--- src/rtl/ps2_host_tx.sv ---
// ps2_host_tx: PS/2 host-to-device byte transmitter (inhibit, request, shift, ack, recover).
// Define PS2TX_TIMEOUT_EN to add a transfer timeout that aborts with an error pulse.
module ps2_host_tx #(
    parameter int INHIBIT = 3600,
    parameter int TIMEOUT = 532000
) (
    input  logic       clock,
    input  logic       reset,
    input  logic       start,
    input  logic [7:0] data,
    output logic       ready,
    output logic       done,
    output logic       error,
    input  logic       ps2CkI,
    input  logic       ps2DI,
    output logic       ps2CkO,
    output logic       ps2DO
);
    localparam logic [2:0] S_IDLE    = 3'd0;
    localparam logic [2:0] S_INHIBIT = 3'd1;
    localparam logic [2:0] S_REQ     = 3'd2;
    localparam logic [2:0] S_SHIFT   = 3'd3;
    localparam logic [2:0] S_ACK     = 3'd4;
    localparam logic [2:0] S_RECOVER = 3'd5;
    localparam int IW = $clog2(INHIBIT + 1);

    logic [2:0]    state_q, state_d;
    logic [2:0]    ck_s_q, ck_s_d;
    logic [1:0]    d_s_q, d_s_d;
    logic [7:0]    shift_q, shift_d;
    logic          parity_q, parity_d;
    logic [3:0]    bit_q, bit_d;
    logic [IW-1:0] inh_q, inh_d;
    logic          nack_q, nack_d;
    logic          ck_o_q, ck_o_d;
    logic          d_o_q, d_o_d;
    logic          done_q, done_d;
    logic          error_q, error_d;
    logic          fe;
`ifdef PS2TX_TIMEOUT_EN
    localparam int TW = $clog2(TIMEOUT + 1);
    logic [TW-1:0] to_q, to_d;
`else
    if (TIMEOUT > 0) begin : g_no_timeout
    end
`endif

    // ck_s_q[2] is the previous synchronized level, used only for edge detection
    assign fe     = ck_s_q[2] & ~ck_s_q[1];
    assign ready  = (state_q == S_IDLE);
    assign done   = done_q;
    assign error  = error_q;
    assign ps2CkO = ck_o_q;
    assign ps2DO  = d_o_q;

    always_comb begin
        state_d  = state_q;
        ck_s_d   = {ck_s_q[1:0], ps2CkI};
        d_s_d    = {d_s_q[0], ps2DI};
        shift_d  = shift_q;
        parity_d = parity_q;
        bit_d    = bit_q;
        inh_d    = inh_q;
        nack_d   = nack_q;
        ck_o_d   = ck_o_q;
        d_o_d    = d_o_q;
        done_d   = 1'b0;
        error_d  = 1'b0;
`ifdef PS2TX_TIMEOUT_EN
        to_d     = to_q;
`endif
        case (state_q)
            S_IDLE: if (start) begin
                shift_d  = data;
                parity_d = ~^data;
                bit_d    = 4'd0;
                inh_d    = '0;
                nack_d   = 1'b0;
                ck_o_d   = 1'b1;
                d_o_d    = 1'b0;
                state_d  = S_INHIBIT;
`ifdef PS2TX_TIMEOUT_EN
                to_d     = '0;
`endif
            end
            S_INHIBIT: if (inh_q == IW'(INHIBIT - 1)) begin
                state_d = S_REQ;
                ck_o_d  = 1'b0;
                d_o_d   = 1'b1;
            end else begin
                inh_d = inh_q + IW'(1);
            end
            S_REQ: if (fe) begin
                state_d = S_SHIFT;
                d_o_d   = ~shift_q[0];
            end
            // bit_q counts bits already placed; the next one is bit_q+1 (8 = parity, 9 = stop)
            S_SHIFT: if (fe) begin
                if (bit_q == 4'd9) begin
                    state_d = S_ACK;
                    nack_d  = d_s_q[1];
                end else begin
                    bit_d = bit_q + 4'd1;
                    d_o_d = (bit_q == 4'd8) ? 1'b0 :
                            (bit_q == 4'd7) ? ~parity_q : ~shift_q[bit_q[2:0] + 3'd1];
                end
            end
            S_ACK: state_d = S_RECOVER;
            S_RECOVER: if (ck_s_q[1] & d_s_q[1]) begin
                state_d = S_IDLE;
                done_d  = ~nack_q;
                error_d = nack_q;
            end
            default: state_d = S_IDLE;
        endcase
`ifdef PS2TX_TIMEOUT_EN
        if (state_q != S_IDLE && state_q != S_INHIBIT) begin
            to_d = to_q + TW'(1);
            if (to_q == TW'(TIMEOUT - 1)) begin
                state_d = S_IDLE;
                ck_o_d  = 1'b0;
                d_o_d   = 1'b0;
                done_d  = 1'b0;
                error_d = 1'b1;
            end
        end
`endif
    end

    always_ff @(posedge clock) begin
        if (reset) begin
            state_q  <= S_IDLE;
            ck_s_q   <= '1;
            d_s_q    <= '1;
            shift_q  <= '0;
            parity_q <= 1'b0;
            bit_q    <= '0;
            inh_q    <= '0;
            nack_q   <= 1'b0;
            ck_o_q   <= 1'b0;
            d_o_q    <= 1'b0;
            done_q   <= 1'b0;
            error_q  <= 1'b0;
`ifdef PS2TX_TIMEOUT_EN
            to_q     <= '0;
`endif
        end else begin
            state_q  <= state_d;
            ck_s_q   <= ck_s_d;
            d_s_q    <= d_s_d;
            shift_q  <= shift_d;
            parity_q <= parity_d;
            bit_q    <= bit_d;
            inh_q    <= inh_d;
            nack_q   <= nack_d;
            ck_o_q   <= ck_o_d;
            d_o_q    <= d_o_d;
            done_q   <= done_d;
            error_q  <= error_d;
`ifdef PS2TX_TIMEOUT_EN
            to_q     <= to_d;
`endif
        end
    end
endmodule

--- config.mk ---
export PLATFORM = sky130hd
export DESIGN_NAME = ps2_host_tx
export DESIGN_NICKNAME = d
export VERILOG_FILES = /design/src/rtl/ps2_host_tx.sv
export SDC_FILE = /design/constraint.sdc
export NUM_CORES = 1
export LEC_CHECK = 0
export CORE_ASPECT_RATIO = 0.75
export CORE_MARGIN = 2
export CORE_UTILIZATION = 50
export DETAILED_ROUTE_END_ITERATION = 8
export PLACE_DENSITY = 0.78
export SLEW_MARGIN = 20
export SYNTH_ARGS = -nofsm -noshare
export SYNTH_HDL_FRONTEND = slang
export SYNTH_SLANG_ARGS = --single-unit
--- constraint.sdc ---
create_clock -name clock -period 3 [get_ports clock]
set_input_delay 0.75 -clock clock [delete_from_list [all_inputs] [get_ports clock]]
set_output_delay 0.75 -clock clock [all_outputs]
set_load 0.02 [all_outputs]
# Word level (Yosys, flattened, before mapping)
# Index checks and enable logic that the tools add are counted.
[word_totals]
register_bits = 38
elab_cells = 85
[classes]
add_sub_neg = 3
order_cmp = 1
eq_ne = 17
muxes = 30
bitwise = 9
reduce_logical = 13
[ops]
columns = ["operator", "n"]
rows = [
  ["$mux W12", 2],
  ["$pmux W12 S2", 1],
  ["$mux W3", 6],
  ["$pmux W3 S6", 1],
  ["$ne A2 B2 Y1 const B", 8],
  ["$add A12 B1 Y12 const B", 1],
  ["$eq A12 B12 Y1 const B", 1],
  ["$mux W1", 12],
  ["$mux W4", 3],
  ["$reduce_and A6 Y1", 2],
  ["$eq A4 B4 Y1 const B", 2],
  ["$pmux W4 S2", 1],
  ["$reduce_and A4 Y1", 2],
  ["$reduce_xnor A8 Y1", 1],
  ["$not A1 Y1", 7],
  ["$eq A3 B2 Y1 const B", 2],
  ["$eq A3 B3 Y1 const B", 2],
  ["$reduce_and A3 Y1", 2],
  ["$add A4 B1 Y4 const B", 1],
  ["$eq A4 B3 Y1 const B", 1],
  ["$lt A3 B4 Y1 const B", 1],
  ["$pmux W1 S2", 2],
  ["$pmux W1 S4", 1],
  ["$reduce_bool A2 Y1", 2],
  ["other kinds (8)", 9],
]

# Logic depth before layout (Yosys ltp)
[logic_depth]
ltp_word = 9
mapped_depth = 9
ltp_nobuf = 7

# Worst setup path before layout
# OpenSTA, ideal clock, no wires.
[synth_path]
path_type = "reg2reg"
from = "register bit_q[0]"
to = "register d_o_q, in the netlist ps2DO"
setup_ns = 0.070
t_arrival_ns = 2.136
setup_slack_ns = 0.794
stages_incl_launch_ff = 9
n_path_buf = 2
path_cell_list = "dfxtp_1 clkbuf_1 inv_1 ha_1 clkbuf_1 mux4_2 mux2i_1 o2111a_1 o2bb2ai_1"
[synth_via]
elab_chain_cells = 9
[synth_lines]
columns = ["item", "line_no", "rtl"]
rows = [
  ["start: declaration", "32", "logic [3:0] bit_q, bit_d;"],
  ["start signal: assignment", "153", "bit_q <= bit_d;"],
  ["$add A3 B1 Y3", "105", "(bit_q == 4'd7) ? ~parity_q : ~shift_q[bit_q[2:0] + 3'd1];"],
  ["$bmux W1 S3", "105", ""],
  ["$mux W1 (not written as such)", "105", ""],
  ["$not A1 Y1", "105", ""],
  ["$mux W1", "105", ""],
  ["$mux W1", "104", "d_o_d = (bit_q == 4'd8) ? 1'b0 :"],
  ["$mux W1", "99", "if (bit_q == 4'd9) begin"],
  ["$mux W1", "98", "S_SHIFT: if (fe) begin"],
  ["$pmux W1 S4", "72", "case (state_q)"],
  ["end signal: assignment", "157", "d_o_q <= d_o_d;"],
  ["end: declaration", "36", "logic d_o_q, d_o_d;"],
]
# Several ways; a longest one is shown, not always the timed one. The select of a mux whose other input is x is not followed.
# A chain may end at the register's enable or synchronous reset.

# Final worst setup path
[layout_path]
from = "input start"
to = "register bit_q[2]"
[layout_via]
elab_chain_cells = 2
[layout_lines]
columns = ["item", "line_no", "rtl"]
rows = [
  ["start: declaration", "9", "input logic start,"],
  ["$ne A2 B2 Y1 (no source line)", "n/a", ""],
  ["$reduce_and A4 Y1 (no source line)", "n/a", ""],
]
# Every way passes these cells.

==> flow_summary.json <==
{
  "critPathSlowestCell": "or4b_1",
  "wl_per_cell_um": 12.6,
  "startpoint": "start",
  "synth_top_cell_by_area": "dfxtp_1",
  "fmax_mhz": 408,
  "peakVddDrop_mv": 0.343,
  "dieArea_um2": 4330,
  "leakage_nw": 0.751,
  "cp_top_family": "simple AND/OR/NAND/NOR gates",
  "nets": 255,
  "hold_violations": 0,
  "final_cell_mix": "38 x dfxtp_1, 27 x nor2_1, 24 x nand2_1, 18 x a21oi_1, 18 x xnor2_1",
  "htree_num_levels": 2,
  "start_util": 0.521,
  "cts_tree": "done",
  "reg2reg_slack_ps": 760,
  "criticalPathCategory": "primary input to flip-flop",
  "synth_nets": 240,
  "slew-limit-headroom": 0.725,
  "multi_input_area_um2": 1060,
  "synth-edff-count": 0,
  "gp_congestion": 0.849,
  "synth_seq_area_share": 0.399,
  "syn_area_per_cell_um2": 8.55,
  "fin_crit_ps": 2450,
  "synth_cells": 223,
  "rr_startpoint": "bit_q[0]$_SDFFE_PP0P_",
  "cp-start-kind": "primary input",
  "synthTopCellsByArea": "dfxtp_1 40%, xnor2_1 8.3%, nor2_1 5.3%",
  "io_buffers": 17,
  "clock_sinks": 38,
  "crit_path_cell_trace": "clkdlybuf4s50_1 -> or4b_1 -> o21a_1 -> nor3b_1 -> xnor2_1 -> nor2_1",
  "ys.flop_type": "dfxtp_1",
  "postCtsHoldBufs": 0,
  "grt_usage": 0.199,
  "cts_made_buffers": 5,
  "ys_types": 41,
  "drtIter0Drc": 122,
  "max_slew.worst_pin.slew_ps": 412,
  "hpwlAfterDp_um": 2740,
  "grt-ovfl-total": 0,
  "synth-async-reset-ratio": 0,
  "holdCritPathClass": "flip-flop to flip-flop",
  "seq_area_um2": 761,
  "vias_per_cell": 5.44,
  "syn_area_um2": 1910,
  "cp_num_buf_inv": 1,
  "endpoint": "bit_q[2]$_SDFFE_PP0P_",
  "clock_latency_ps": 290,
  "cts.path.max_buffers": 2,
  "io_pins": 18,
  "grt_pass1_vias": 1461,
  "firstDrtPassIters": 4,
  "fin_area_um2": 2210,
  "synth-seq-cells": 38,
  "cts_resized": 0,
  "power_mw": 1.16,
  "drc": 0,
  "endpoint_kind": "flip-flop",
  "nFillCells": 315,
  "r2r_cells": 6,
  "path_clk_slew_ps": 80,
  "antenna_cells": 0,
  "die_h_um": 57.5,
  "cts_setup_buffers": 0,
  "via_count": 1583,
  "cap_violations": 0,
  "setup_total_negative_slack_ps": 0,
  "grt_pass1_wl_um": 6580,
  "status": "finished clean",
  "core_area_um2": 3660,
  "grt_max_degree": 20,
  "antenna_found_initial": 0,
  "cp_num_cells": 6,
  "die_w_um": 75.3,
  "final_common_cell": "dfxtp_1",
  "path_max_fanout": 10,
  "period_share": 0.817,
  "placed_area_um2": 2120,
  "clock-root-buffer": "clkbuf_8",
  "power.density_nw_per_um2": 526,
  "drv_slew": 0,
  "cp.arrival_ps": 2640,
  "ys_warn_count": 0,
  "synth_top_area_frac": 0.399,
  "setup_viol": 0,
  "wirelength_um": 3660,
  "layout-drive-gt1-share": 0.100,
  "skew_ps": 7.69,
  "grt_setup_unrepaired": "no",
  "required_ps": 3190,
  "syn_to_final_growth_pct": 16.0,
  "postRouteAntennaNets": 0,
  "reg2reg_to": "ps2DO$_SDFFE_PP0P_",
  "rows": 19,
  "slowest_delay_ps": 640
}
## worst min-delay path by stage
stage | startpoint | endpoint | depth (start not counted)
4_1_cts | d_s_q[0]$_SDFF_PP1_ | d_s_q[1]$_SDFF_PP1_ | 1
3_5_place_dp | d_s_q[0]$_SDFF_PP1_ | d_s_q[1]$_SDFF_PP1_ | 1
3_3_place_gp | d_s_q[0]$_SDFF_PP1_ | d_s_q[1]$_SDFF_PP1_ | 1
5_1_grt | ck_s_q[0]$_SDFF_PP1_ | ck_s_q[1]$_SDFF_PP1_ | 1
6_report | ck_s_q[0]$_SDFF_PP1_ | ck_s_q[1]$_SDFF_PP1_ | 1
2_1_floorplan | ck_s_q[0]$_SDFF_PP1_ | ck_s_q[1]$_SDFF_PP1_ | 1
## logic make-up after synthesis
| kind of cell | after synthesis | synth area share |
|---|---|---|
| buffers and inverters | 21 | 0.0433 |
| XOR/XNOR | 18 | 0.0827 |
| adder cells (fa/ha/maj) | 4 | 0.0263 |
| flip-flops | 38 | 0.399 |
| AND/OR/NAND/NOR | 95 | 0.250 |
| multiplexers | 8 | 0.0617 |
| AO/OA/AOI/OAI | 39 | 0.137 |
## metrics by stage
stage / instances / util / hold WS [ps] / setup slack (ps)
after floorplan: 223 / - / 389 / 794
after global placement: 283 / 0.579 / 392 / 352
after detailed placement: 283 / 0.579 / 403 / 261
after CTS: 291 / 0.604 / 420 / 563
after global routing: 291 / 0.604 / 422 / 451
final: 291 / 0.604 / 416 / 548
## cell type report
class                           count  share of cell area
Timing Repair Buffer               21              0.0906
Sequential cell                    38               0.344
Multi-Input combinational cell    164               0.481
Clock inverter                      1             0.00227
Clock buffer                        7              0.0391
Inverter                            8              0.0136
Tap cell                           52              0.0294
## routing by layer
metal  vias up  GRT usage  part of all wire
met4         0     0.0777             0.017
li1        803          -                 -
met3         7     0.0477             0.048
met1       740      0.312              0.53
met5         -          0                 0
met2        33      0.261              0.41
## state kept, by name (all words and copies together), names as in the netlist
name and count:
inh_q 12, state_q 3, ps2DO 1, shift_q 8, d_s_q 2, nack_q 1, ck_s_q 3, ps2CkO 1
error 1, parity_q 1, bit_q 4, done 1
## power by group
group	internal, mW	switching, mW	leakage [nW]
Clock	0.185	0.171	0.0482
Combinational	0.117	0.122	0.393
Sequential	0.534	0.0348	0.310
## cells in the mapped netlist (2+ instances only)
cell type,n
and4_1,2
clkbuf_1,12
a21oi_1,18
nand3_1,10
nor3_1,7
ha_1,4
a31oi_1,3
mux2i_1,5
nand2_1,24
inv_1,8
o21ai_0,2
nand4_1,2
dfxtp_1,38
nor4_1,3
nand3b_1,2
o21a_1,2
xnor2_1,18
nor2b_1,2
nor3b_1,2
or3_1,2
nor2_1,27
mux4_2,3
a211oi_1,5
or2_2,5
## worst register-to-register path, cell delays in order, from the launching register on
cell,delay [ps]
dfxtp_1,520
inv_1,120
ha_1,480
mux4_2,540
mux2i_1,160
o2111a_1,240
o2bb2ai_1,120
Power figures use the tool's default switching activity.
